## config.mk

```make
export PLATFORM = sky130hd
export DESIGN_NAME = fft_bfly_scheduler
export DESIGN_NICKNAME = d
export VERILOG_FILES = /design/src/rtl/fft_bfly_scheduler.sv
export SDC_FILE = /design/constraint.sdc
export NUM_CORES = 1
export LEC_CHECK = 0
export ABC_CLOCK_PERIOD_IN_PS = 2900
export CAP_MARGIN = 0
export CORE_MARGIN = 3
export CORE_UTILIZATION = 52
export DETAILED_ROUTE_END_ITERATION = 10
export PLACE_DENSITY = 0.8
export SETUP_SLACK_MARGIN = 0.02
export SLEW_MARGIN = 40
export SYNTH_ARGS = -nofsm -noshare
export SYNTH_HDL_FRONTEND = slang
export SYNTH_SLANG_ARGS = --single-unit
export TNS_END_PERCENT = 20
```

## constraint.sdc

```tcl
create_clock -name clk -period 2.9 [get_ports clk]
set_input_delay 0.29 -clock clk [delete_from_list [all_inputs] [get_ports clk]]
set_output_delay 0.29 -clock clk [all_outputs]
set_load 0.1 [all_outputs]
```

## src/rtl/fft_bfly_scheduler.sv

```systemverilog
// Address/strobe sequencer for one shared radix-2 DIT butterfly over an in-place N-point FFT.
// Holds no sample data; every output is registered and decoded from the upcoming state.
module fft_bfly_scheduler #(
  parameter int N     = 8,
  parameter int LOG2N = 3
) (
  input  logic             clk,
  input  logic             rst,
  input  logic             start,
  input  logic             stall,
  output logic             busy,
  output logic             done,
  output logic             rd_en,
  output logic [LOG2N-1:0] addr_a,
  output logic [LOG2N-1:0] addr_b,
  output logic [LOG2N-2:0] tw_idx,
  output logic             mul_en,
  output logic             wr_en,
  output logic [LOG2N-1:0] stage
);

  localparam int BW = LOG2N - 1;

  localparam logic [2:0] S_IDLE = 3'd0;
  localparam logic [2:0] S_RD   = 3'd1;
  localparam logic [2:0] S_MUL  = 3'd2;
  localparam logic [2:0] S_WR   = 3'd3;
  localparam logic [2:0] S_DONE = 3'd4;

  localparam logic [BW-1:0]    LAST_BFLY  = {BW{1'b1}};
  localparam logic [BW-1:0]    ONE_B      = BW'(1);
  localparam logic [LOG2N-1:0] ONE_A      = LOG2N'(1);
  localparam logic [LOG2N-1:0] LAST_STAGE = LOG2N'(LOG2N - 1);
  localparam logic [LOG2N-1:0] TOP_SHIFT  = LOG2N'(LOG2N - 1);

  if (N < 4 || N != (1 << LOG2N)) begin : g_bad_param
    $error("fft_bfly_scheduler: N must be a power of two >= 4 and LOG2N must equal log2(N)");
  end

  logic [2:0]       r_state;
  logic [LOG2N-1:0] r_stage;
  logic [BW-1:0]    r_bfly;

  logic             r_busy;
  logic             r_done;
  logic             r_rd_en;
  logic             r_mul_en;
  logic             r_wr_en;
  logic [LOG2N-1:0] r_addr_a;
  logic [LOG2N-1:0] r_addr_b;
  logic [BW-1:0]    r_tw_idx;
  logic [LOG2N-1:0] r_stage_out;

  logic [2:0]       w_state_nxt;
  logic [LOG2N-1:0] w_stage_nxt;
  logic [BW-1:0]    w_bfly_nxt;

  logic             w_in_bfly;
  logic [BW-1:0]    w_mask;
  logic [BW-1:0]    w_pos;
  logic [BW-1:0]    w_tw;
  logic [LOG2N-1:0] w_grp;
  logic [LOG2N-1:0] w_span;
  logic [LOG2N-1:0] w_addr_a;
  logic [LOG2N-1:0] w_addr_b;

  // Stall freezes everything except IDLE, where a start is still accepted.
  always_comb begin
    // NOTE: every signal gets a default up front so no path through the case infers a latch.
    w_state_nxt = r_state;
    w_stage_nxt = r_stage;
    w_bfly_nxt  = r_bfly;
    case (r_state)
      S_IDLE: begin
        if (start) begin
          w_state_nxt = S_RD;
          w_stage_nxt = '0;
          w_bfly_nxt  = '0;
        end
      end
      S_RD:  if (!stall) w_state_nxt = S_MUL;
      S_MUL: if (!stall) w_state_nxt = S_WR;
      S_WR: begin
        if (!stall) begin
          if (r_bfly == LAST_BFLY) begin
            w_bfly_nxt = '0;
            if (r_stage == LAST_STAGE) begin
              w_state_nxt = S_DONE;
              w_stage_nxt = '0;
            end else begin
              w_state_nxt = S_RD;
              w_stage_nxt = r_stage + ONE_A;
            end
          end else begin
            w_state_nxt = S_RD;
            w_bfly_nxt  = r_bfly + ONE_B;
          end
        end
      end
      S_DONE:  if (!stall) w_state_nxt = S_IDLE;
      default: w_state_nxt = S_IDLE;
    endcase
  end

  // span = 1<<s, pos = b mod span, grp = b div span; a = grp*2*span + pos, tw = pos * N/(2*span).
  // At the last stage 1<<s overflows BW bits to 0, so the mask correctly becomes all ones.
  always_comb begin
    w_in_bfly = (w_state_nxt == S_RD) || (w_state_nxt == S_MUL) || (w_state_nxt == S_WR);
    w_mask    = (ONE_B << w_stage_nxt) - ONE_B;
    w_pos     = w_bfly_nxt & w_mask;
    w_grp     = {1'b0, w_bfly_nxt} >> w_stage_nxt;
    w_span    = ONE_A << w_stage_nxt;
    w_addr_a  = ((w_grp << w_stage_nxt) << 1) | {1'b0, w_pos};
    w_addr_b  = w_addr_a | w_span;
    w_tw      = w_pos << (TOP_SHIFT - w_stage_nxt);
  end

  // Address fields read as zero outside a butterfly so IDLE/DONE look exactly like reset.
  always_ff @(posedge clk or posedge rst) begin
    if (rst) begin
      r_state     <= S_IDLE;
      r_stage     <= '0;
      r_bfly      <= '0;
      r_busy      <= 1'b0;
      r_done      <= 1'b0;
      r_rd_en     <= 1'b0;
      r_mul_en    <= 1'b0;
      r_wr_en     <= 1'b0;
      r_addr_a    <= '0;
      r_addr_b    <= '0;
      r_tw_idx    <= '0;
      r_stage_out <= '0;
    end else begin
      // NOTE: state registers use non-blocking assignments so every flop samples pre-edge values.
      r_state     <= w_state_nxt;
      r_stage     <= w_stage_nxt;
      r_bfly      <= w_bfly_nxt;
      r_busy      <= (w_state_nxt != S_IDLE);
      r_done      <= (w_state_nxt == S_DONE);
      r_rd_en     <= (w_state_nxt == S_RD);
      r_mul_en    <= (w_state_nxt == S_MUL);
      r_wr_en     <= (w_state_nxt == S_WR);
      r_addr_a    <= w_in_bfly ? w_addr_a : '0;
      r_addr_b    <= w_in_bfly ? w_addr_b : '0;
      r_tw_idx    <= w_in_bfly ? w_tw : '0;
      r_stage_out <= w_in_bfly ? w_stage_nxt : '0;
    end
  end

  assign busy   = r_busy;
  assign done   = r_done;
  assign rd_en  = r_rd_en;
  assign mul_en = r_mul_en;
  assign wr_en  = r_wr_en;
  assign addr_a = r_addr_a;
  assign addr_b = r_addr_b;
  assign tw_idx = r_tw_idx;
  assign stage  = r_stage_out;

endmodule

```

Word level (Yosys, flattened, before mapping) --
Index checks and enable logic that the tools add are counted.
Word-level totals: input bits 4, bits in registers 24, output and inout bits 16, logic and storage cells 59
Cells by class: equality and inequality tests 10, $add $sub $neg 4, reductions and logical operators 4, bitwise gates (word level) 3, shifts and indexed selects 5, mux-type cells 21
Operators by type and width (number):
- two-way mux 3 bit | 14
- equality test 3 x 2 -> 1 bit, second input constant | 5
- one-hot mux 3 bit (5 select lines) | 1
- two-way mux 2 bit | 4
- equality test 3 x 1 -> 1 bit, second input constant | 2
- equality test 3 bit, second input constant | 2
- one-hot mux 3 bit (2 select lines) | 1
- one-hot mux 2 bit (2 select lines) | 1
- adder 3 x 1 -> 3 bit, second input constant | 1
- logical NOT 3 bit | 1
- bitwise OR 3 x 2 -> 3 bit | 1
- bitwise OR 3 bit | 1
- nonzero test 3 bit | 1
- left shift 1 x 3 -> 2 bit, first input constant | 1
- left shift 1 x 3 -> 3 bit, first input constant | 1
- left shift 2 x 3 -> 2 bit | 1
- left shift 3 x 3 -> 2 bit | 1
- right shift 2 x 3 -> 3 bit | 1
- subtractor 2 x 3 -> 3 bit, first input constant | 1
- adder 2 x 1 -> 2 bit, second input constant | 1
- bitwise AND 2 bit | 1
- equality test 2 bit, second input constant | 1
- logical OR 1 bit | 2
- subtractor 2 x 1 -> 2 bit, second input constant | 1

Depth between registers and ports, before layout --
Gate-level depths: netlist of run 1.
word-level depth 11, gate-level depth with buffers 9, mapped depth without buffers 8

Worst setup path after synthesis of run 1 --
OpenSTA, ideal clock, no wires.
path type register to register, start point reg r_state[0], end point reg r_tw_idx[0], in the netlist tw_idx[0], path slack 0.810 ns, data arrival time 2.012 ns, stages on the path, launching flop included 9, cells stage by stage dfrtp_1 > or4b_4 > o311ai_1 > o21a_1 > buf_4 > inv_2 > ha_1 > or3_1 > a21oi_1
On the way: word-level cells in the longest chain between the ends 7, elaborated cells between the ends (all ways) 24
RTL lines:
- start, declared | RTL line 40 | logic [2:0] r_state;
- start signal, assigned | RTL line 135 | r_state <= w_state_nxt;
- equality test 3 x 2 -> 1 bit / logical NOT 3 bit (equally long branches) | RTL line 73 | case (r_state)
- one-hot mux 3 bit (2 select lines) * | RTL line 73
- named net w_stage_nxt[1] | RTL line 55 | logic [LOG2N-1:0] w_stage_nxt;
- left shift 1 x 3 -> 2 bit | RTL line 109 | w_mask = (ONE_B << w_stage_nxt) - ONE_B;
- subtractor 2 x 1 -> 2 bit | RTL line 109
- bitwise AND 2 bit | RTL line 110 | w_pos = w_bfly_nxt & w_mask;
- left shift 2 x 3 -> 2 bit * | RTL line 115 | w_tw = w_pos << (TOP_SHIFT - w_stage_nxt);
- two-way mux 2 bit * | RTL line 145 | r_tw_idx <= w_in_bfly ? w_tw : '0;
- end signal, assigned | RTL line 145
- end, declared | RTL line 51 | logic [BW-1:0] r_tw_idx;
Mark *: on every way through the listed nets, which the timed path passes. The rest lies on a longest branch.

Worst setup path in the final report of run 1 --
Ends and elaborated chain as after synthesis.

==> results of run 1 <==
[final cells by class]
type / count / area (µm²)
clock buffers: 3 / 22.5
fillers: 176 / 672
inverters: 9 / 36.3
multi-input cells: 80 / 552
flip-flops and latches: 24 / 601
well taps: 27 / 33.8
repair buffers: 21 / 165
[logic make-up (layout without fill, tap and decap cells)]
logic type / Yosys count / in the layout / synth area share
compound gates: 19 / 19 / 0.120
xor+xnor: 2 / 2 / 0.0144
fa+ha+maj: 5 / 5 / 0.0513
buf+inv: 15 / 33 / 0.0554
flops: 24 / 24 / 0.492
mux: 2 / 2 / 0.0205
simple gates: 52 / 52 / 0.246
[registers in the layout, indices dropped and copies added, names as in the netlist]
register	flops
r_stage	3
r_bfly	2
mul_en	1
r_state	3
stage	3
addr_a	3
addr_b	3
tw_idx	2
wr_en	1
rd_en	1
done	1
busy	1
[per-layer routing]
layer	wire length (µm)	up-vias
met5	0	-
met1	1010	441
li1	-	455
met4	4	0
met3	123	2
met2	1200	22
[through the flow]
step	std cells	utilization	setup slack [ns]	cell area, µm²
floorplan	119	-	0.810	1220
global placement	161	0.666	0.461	1390
detailed placement	161	0.666	0.433	1390
CTS	164	0.677	0.625	1410
global route	164	0.677	0.516	1410
finish	164	0.677	0.626	1410
[critical path, stage by stage (launching register included)]
cell                       delay (ns)
sky130_fd_sc_hd__dfrtp_1         0.54
sky130_fd_sc_hd__or4b_4          0.61
sky130_fd_sc_hd__o311ai_1        0.09
sky130_fd_sc_hd__o21a_1          0.19
sky130_fd_sc_hd__inv_2           0.07
sky130_fd_sc_hd__ha_1            0.21
sky130_fd_sc_hd__or3_1           0.37
sky130_fd_sc_hd__a21oi_1         0.13
[worst max path at each step]
stage	startpoint	end	slack, ns	cells past startpoint
CTS	r_state[0]	tw_idx[0]	0.62	7
floorplan	r_state[0]	tw_idx[0]	0.81	8
finish	r_state[0]	tw_idx[0]	0.63	7
detailed placement	start	tw_idx[0]	0.43	8
global route	r_state[0]	tw_idx[0]	0.52	7
global placement	start	tw_idx[0]	0.46	8
[cells in the final DEF (no fill, tap or decap), types with 2 or more instances in the layout]
master and count:
sky130_fd_sc_hd__o32ai_1 2, sky130_fd_sc_hd__inv_1 6, sky130_fd_sc_hd__nand3_1 4, sky130_fd_sc_hd__dfrtp_1 24, sky130_fd_sc_hd__nor4_1 2, sky130_fd_sc_hd__a31oi_1 2, sky130_fd_sc_hd__nand2_1 8, sky130_fd_sc_hd__nor2_1 11
sky130_fd_sc_hd__o21ai_0 2, sky130_fd_sc_hd__nor3_1 7, sky130_fd_sc_hd__xnor2_1 2, sky130_fd_sc_hd__nor2b_1 2, sky130_fd_sc_hd__clkbuf_4 3, sky130_fd_sc_hd__nand2b_1 4, sky130_fd_sc_hd__ha_1 5, sky130_fd_sc_hd__clkdlybuf4s50_1 3
sky130_fd_sc_hd__buf_4 18, sky130_fd_sc_hd__or3_1 3, sky130_fd_sc_hd__inv_2 2, sky130_fd_sc_hd__a21oi_1 5
==> summary.md, run 1 <==
| Metric | Value |
|---|---|
| Outcome | `finished, final reports clean` |
| Final layout net count | `148` |
| Overall via count from detail_route | `920` |
| Maximum number of pins on one net before global-route repair | `25` |
| Post-synth EDFFs | `0` |
| Worst Setup Start Kind | `flop` |
| Worst clock skew on the final layout | `0.00789 ns` |
| Die outline height | `54.4 µm` |
| Total inserted antenna cells | `0` |
| Required arrival time at the worst endpoint | `3.15 ns` |
| # setup viols final | `0` |
| Top Ports | `20` |
| Syn Nets | `around 130` |
| Biggest area consumer among synthesized cells | `sky130_fd_sc_hd__dfrtp_1` |
| Number of standard cells after synthesis | `119` |
| CP endpoint kind | `flop` |
| Synth cell types | `42` |
| Dpl hpwl | `1740 µm` |
| Peak fanout along the critical path | `13` |
| CTS hold repair buffers | `0` |
| Busiest layer in global routing | `met2` |
| Fraction of the yosys area taken by sequential cells | `0.492` |
| Worst hold margin | `0.309 ns` |
| GRT Residual Overflow | `0` |
| Fraction of final layout cells sized beyond drive strength 1 | `0.248` |
| Routing usage on met2 | `0.293` |
| Source-to-sink clock delay at the later pin of the worst-skew pair | `approximately 0.31 ns` |
| Final hold violations | `0` |
| Count of TritonRoute iterations in the first routing pass | `4` |
| Number of max-cap violations | `0` |
| Final estimated routing congestion in global placement | `0.797` |
| Total number of placement rows | `16` |
| Relative slew slack | `0.677` |
| First-pass GRT wire length | `3800 µm` |
| Setup repair after global routing missed its margin | `no` |
| H-Tree Depth | `1` |
| Synth-to-layout area growth | `15.6%` |
| Most used standard cells in the synthesized netlist | `sky130_fd_sc_hd__dfrtp_1, sky130_fd_sc_hd__nor2_1, sky130_fd_sc_hd__nand2_1, sky130_fd_sc_hd__inv_1, sky130_fd_sc_hd__nor3_1` |
| Clock transition time at the flip-flop clock pins of the worst setup and hold paths | `between 0.1 and 0.15 ns` |
| Slew @ Worst Pin | `0.483 ns` |
| Post-CTS setup buffer count | `0` |
| Met1 track utilization from global routing | `0.231` |
| Startpoint of the worst-slack reg-to-reg timing path | `r_state[0]` |
| Critical setup path kind | `reg -> reg` |
| Highest clock frequency the design can meet | `around 440 MHz` |
| Antenna violations before repair | `0` |
| Library cell with the highest instance count after synthesis | `sky130_fd_sc_hd__dfrtp_1` |
| Most used DFF post-synth | `sky130_fd_sc_hd__dfrtp_1` |
| Number of warnings issued by yosys | `0` |
| Final clock period utilization by the worst path | `0.784` |
| Effective utilization at floorplan | `0.586` |
| Wire length reported by the detailed router | `2340 µm` |
| Number of clock sinks seen by CTS | `24` |
| Top-area cell type share of the netlist area | `0.492` |
| Core Region | `2080 µm²` |
| Setup slack on the worst flop-to-flop path | `0.63 ns` |
| DRT antenna net count | `0` |
| Combined global-route utilization of all metal layers | `0.182` |
| Terminus of the critical flop-to-flop path | `tw_idx[0]` |
| Global Route met3 Usage | `0.0436` |
| Root Driver | `sky130_fd_sc_hd__clkbuf_4` |
| Async set-or-reset flop fraction in the synthesized netlist | `1.00` |
| Clock tree from TritonCTS | `built` |
| Number of cells upsized or downsized after cts | `0` |
| CTS buffer count | `3` |
| Mean number of vias per cell | `about 5.6` |
| R2r worst-path depth | `7` |
| Drt wl/cell | `approximately 14 µm` |
| Number of global-route vias before repair | `869` |
| Post-route minimum period | `2.27 ns` |
| Input/output buffers | `19` |
| Detailed router's first-iteration violation count | `17` |
| Fin Setup TNS | `0 ns` |
| Maximum buffer depth of the clock tree | `2` |
| DRC violations left | `0` |
| Min-Delay Path Class | `in -> async` |
| Data arrival time of the critical path | `2.52 ns` |
| Total standard cell area after synthesis | `1220 µm²` |
| Cell types with the largest area share after synthesis | `sky130_fd_sc_hd__dfrtp_1, sky130_fd_sc_hd__ha_1, sky130_fd_sc_hd__nor2_1` |
| Number of max-slew violations in the final report | `0` |
| Horizontal die dimension | `54.4 µm` |
| Die Area | `approximately 3000 µm²` |
| Synthesis-stage register bit count | `24` |
| Synthesized area per cell | `10.3 µm²` |
Power of run 1 is not shown: default switching activity piles up to over one toggle a cycle in this logic, so the estimate is an artifact.
==> run 2: changes to the inputs <==
- ABC_CLOCK_PERIOD_IN_PS: 2900 -> 2200
- clock period: 2.9 -> 2.2 ns (I/O delays scaled with it)
==> run 2 against run 1 <==
Effect of this change: cell count is 8.5% higher; core utilization up 6.6 points; wire length grew 9.1%; count of clock-buffer cells in the layout increased by 1; global-route usage is 1.0 points higher; first-iteration DRC count shrank 41%.
==> summary.md, run 2 (synthesized netlist as in run 1, its figures left out) <==
| Metric | Value |
|---|---|
| # setup viols final | `0 (unchanged)` |
| Count of fill cells added during filler insertion | `165 (was 176)` |
| Wire length reported by the detailed router | `2550 µm (was 2340 µm)` |
| Critical setup path kind | `reg -> reg (unchanged)` |
| Mean number of vias per cell | `5.48 (was 5.61)` |
| Die Area | `2960 µm² (unchanged)` |
| DRT antenna net count | `0 (unchanged)` |
| Post-route minimum period | `2.07 ns (was 2.27 ns)` |
| Source-to-sink clock delay at the later pin of the worst-skew pair | `0.31 ns (about the same)` |
| Number of max-slew violations in the final report | `0 (unchanged)` |
| Core Region | `2080 µm² (unchanged)` |
| Peak fanout along the critical path | `7 (was 13)` |
| Cell family with the largest share of critical-path delay | `simple AND/OR/NAND/NOR gates (unchanged)` |
| Combined global-route utilization of all metal layers | `0.192 (was 0.182)` |
| Most common cell after layout, fill and taps aside | `sky130_fd_sc_hd__buf_4 (was sky130_fd_sc_hd__dfrtp_1)` |
| Maximum buffer depth of the clock tree | `2 (unchanged)` |
| Worst hold margin | `0.236 ns (was 0.309 ns)` |
| First-pass GRT wire length | `4090 µm (was 3800 µm)` |
| Drt wl/cell | `14.3 µm (was 14.2 µm)` |
| Outcome | `finished, final reports clean (unchanged)` |
| Final layout net count | `161 (was 148)` |
| H-Tree Depth | `1 (unchanged)` |
| DRC violations left | `0 (unchanged)` |
| Final estimated routing congestion in global placement | `0.848 (was 0.797)` |
| Min-Delay Path Class | `in -> async (unchanged)` |
| Detailed router's first-iteration violation count | `10 (was 17)` |
| Post-route design area | `1550 µm² (was 1410 µm²)` |
| Effective utilization at floorplan | `0.586 (unchanged)` |
| Horizontal die dimension | `54.4 µm (unchanged)` |
| CTS hold repair buffers | `0 (unchanged)` |
| Clock transition time at the flip-flop clock pins of the worst setup and hold paths | `0.13 ns (was 0.12 ns)` |
| Register Area | `601 µm² (unchanged)` |
| CTS buffer count | `3 (unchanged)` |
| Synth-to-layout area growth | `26.8% (was 15.6%)` |
| Area occupied by multi-input gates | `577 µm² (was 552 µm²)` |
| Number of global-route vias before repair | `908 (was 869)` |
| Startpoint of the worst-slack reg-to-reg timing path | `r_bfly[0] (was r_state[0])` |
| Number of max-cap violations | `0 (unchanged)` |
| Filler-free cell count of the finished design | `178 (was 164)` |
| Count of TritonRoute iterations in the first routing pass | `4 (unchanged)` |
| Final hold violations | `0 (unchanged)` |
| Relative slew slack | `0.724 (was 0.677)` |
| Required arrival time at the worst endpoint | `2.43 ns (was 3.15 ns)` |
| Slew @ Worst Pin | `0.408 ns (was 0.483 ns)` |
| Maximum number of pins on one net before global-route repair | `25 (unchanged)` |
| R2r worst-path depth | `8 (was 7)` |
| Post-layout utilization of the core | `0.743 (was 0.677)` |
| Clock tree from TritonCTS | `built (unchanged)` |
| Worst clock skew on the final layout | `0.00465 ns (was 0.00789 ns)` |
| Die outline height | `54.4 µm (unchanged)` |
| Final clock period utilization by the worst path | `0.940 (was 0.784)` |
| Worst Setup Start Kind | `flop (unchanged)` |
| Placed cells | `171 (was 161)` |
| Number of clock sinks seen by CTS | `24 (unchanged)` |
| Largest stage delay, worst path | `0.39 ns (was 0.61 ns)` |
| Total number of placement rows | `16 (unchanged)` |
| Placed Area | `1460 µm² (was 1390 µm²)` |
| Terminus of the critical flop-to-flop path | `tw_idx[1] (was tw_idx[0])` |
| Antenna violations before repair | `0 (unchanged)` |
| Setup slack on the worst flop-to-flop path | `0.13 ns (was 0.63 ns)` |
| Critical path cell sequence | `ha_2 > and4b_2 > buf_4 > and4_4 > mux2_4 > inv_4 > nand2_1 > a221oi_2 (was or4b_4 > o311ai_1 > o21a_1 > inv_2 > ha_1 > or3_1 > a21oi_1)` |
| Total inserted antenna cells | `0 (unchanged)` |
| Input/output buffers | `19 (unchanged)` |
| CP endpoint kind | `flop (unchanged)` |
| Fraction of final layout cells sized beyond drive strength 1 | `0.331 (was 0.248)` |
| Dpl hpwl | `1820 µm (was 1740 µm)` |
| Root Driver | `sky130_fd_sc_hd__clkbuf_4 (unchanged)` |
| GRT Residual Overflow | `0 (unchanged)` |
| Overall via count from detail_route | `975 (was 920)` |
| Number of buffers and inverters on the critical path | `2 (was 1)` |
| Cell at the slowest stage of the critical path | `sky130_fd_sc_hd__dfrtp_1 (was sky130_fd_sc_hd__or4b_4)` |
| Most frequent cells in the layout | `sky130_fd_sc_hd__buf_4, sky130_fd_sc_hd__dfrtp_1, sky130_fd_sc_hd__nor2_1 (was sky130_fd_sc_hd__dfrtp_1, sky130_fd_sc_hd__buf_4, sky130_fd_sc_hd__nor2_1)` |
| Highest clock frequency the design can meet | `483 MHz (was 440 MHz)` |
| Top Ports | `20 (unchanged)` |
| Data arrival time of the critical path | `2.30 ns (was 2.52 ns)` |
[run 2: worst max-delay path by stage]
stage,start,end,slack [ns],depth (start not counted)
after global placement,start,tw_idx[0],-0.06,8
after CTS,r_bfly[0],tw_idx[0],0.08,8
after global routing,r_bfly[1],tw_idx[0],-0.002,8
final,r_bfly[0],tw_idx[1],0.13,8
after detailed placement,start,tw_idx[0],-0.11,8
after floorplan,r_state[0],tw_idx[0],0.11,8
[run 2: per-stage QoR]
step                worst slack (ns)   TNS, ns
finish                         0.132         0
global route                -0.00164  -0.00164
CTS                           0.0809         0
floorplan                      0.110         0
detailed placement            -0.111    -0.170
global placement             -0.0624   -0.0624
[run 2: repair_timing]
item	in CTS	in global routing
setup buffers	0	3
resized for setup	0	4
setup endpoints to repair	0	3
[run 2: worst register-to-register path, stage by stage (launching register included)]
cell                       delay (ns)
sky130_fd_sc_hd__dfrtp_1         0.39
sky130_fd_sc_hd__ha_2            0.22
sky130_fd_sc_hd__and4b_2         0.29
sky130_fd_sc_hd__buf_4           0.13
sky130_fd_sc_hd__and4_4          0.22
sky130_fd_sc_hd__mux2_4          0.35
sky130_fd_sc_hd__inv_4           0.10
sky130_fd_sc_hd__nand2_1         0.09
sky130_fd_sc_hd__a221oi_2        0.22
[run 2: area by class of cell]
type | instances | area share
Tap cell | 27 | 0.0218
Clock buffer | 4 | 0.0235
Timing Repair Buffer | 34 | 0.170
Multi-Input combinational cell | 80 | 0.373
Sequential cell | 24 | 0.388
Inverter | 9 | 0.0235
[run 2: layer usage]
| metal | vias to the layer above | wire, µm | global-route usage | part of all wire |
|---|---|---|---|---|
| li1 | 484 | - | - | - |
| met2 | 18 | 1250 | 0.303 | 0.49 |
| met5 | - | 0 | 0 | 0 |
| met1 | 471 | 1200 | 0.267 | 0.47 |
| met4 | 0 | 10 | 0.0498 | 0.0039 |
| met3 | 2 | 87 | 0.0409 | 0.034 |
Power of run 2 is left out for the same reason.
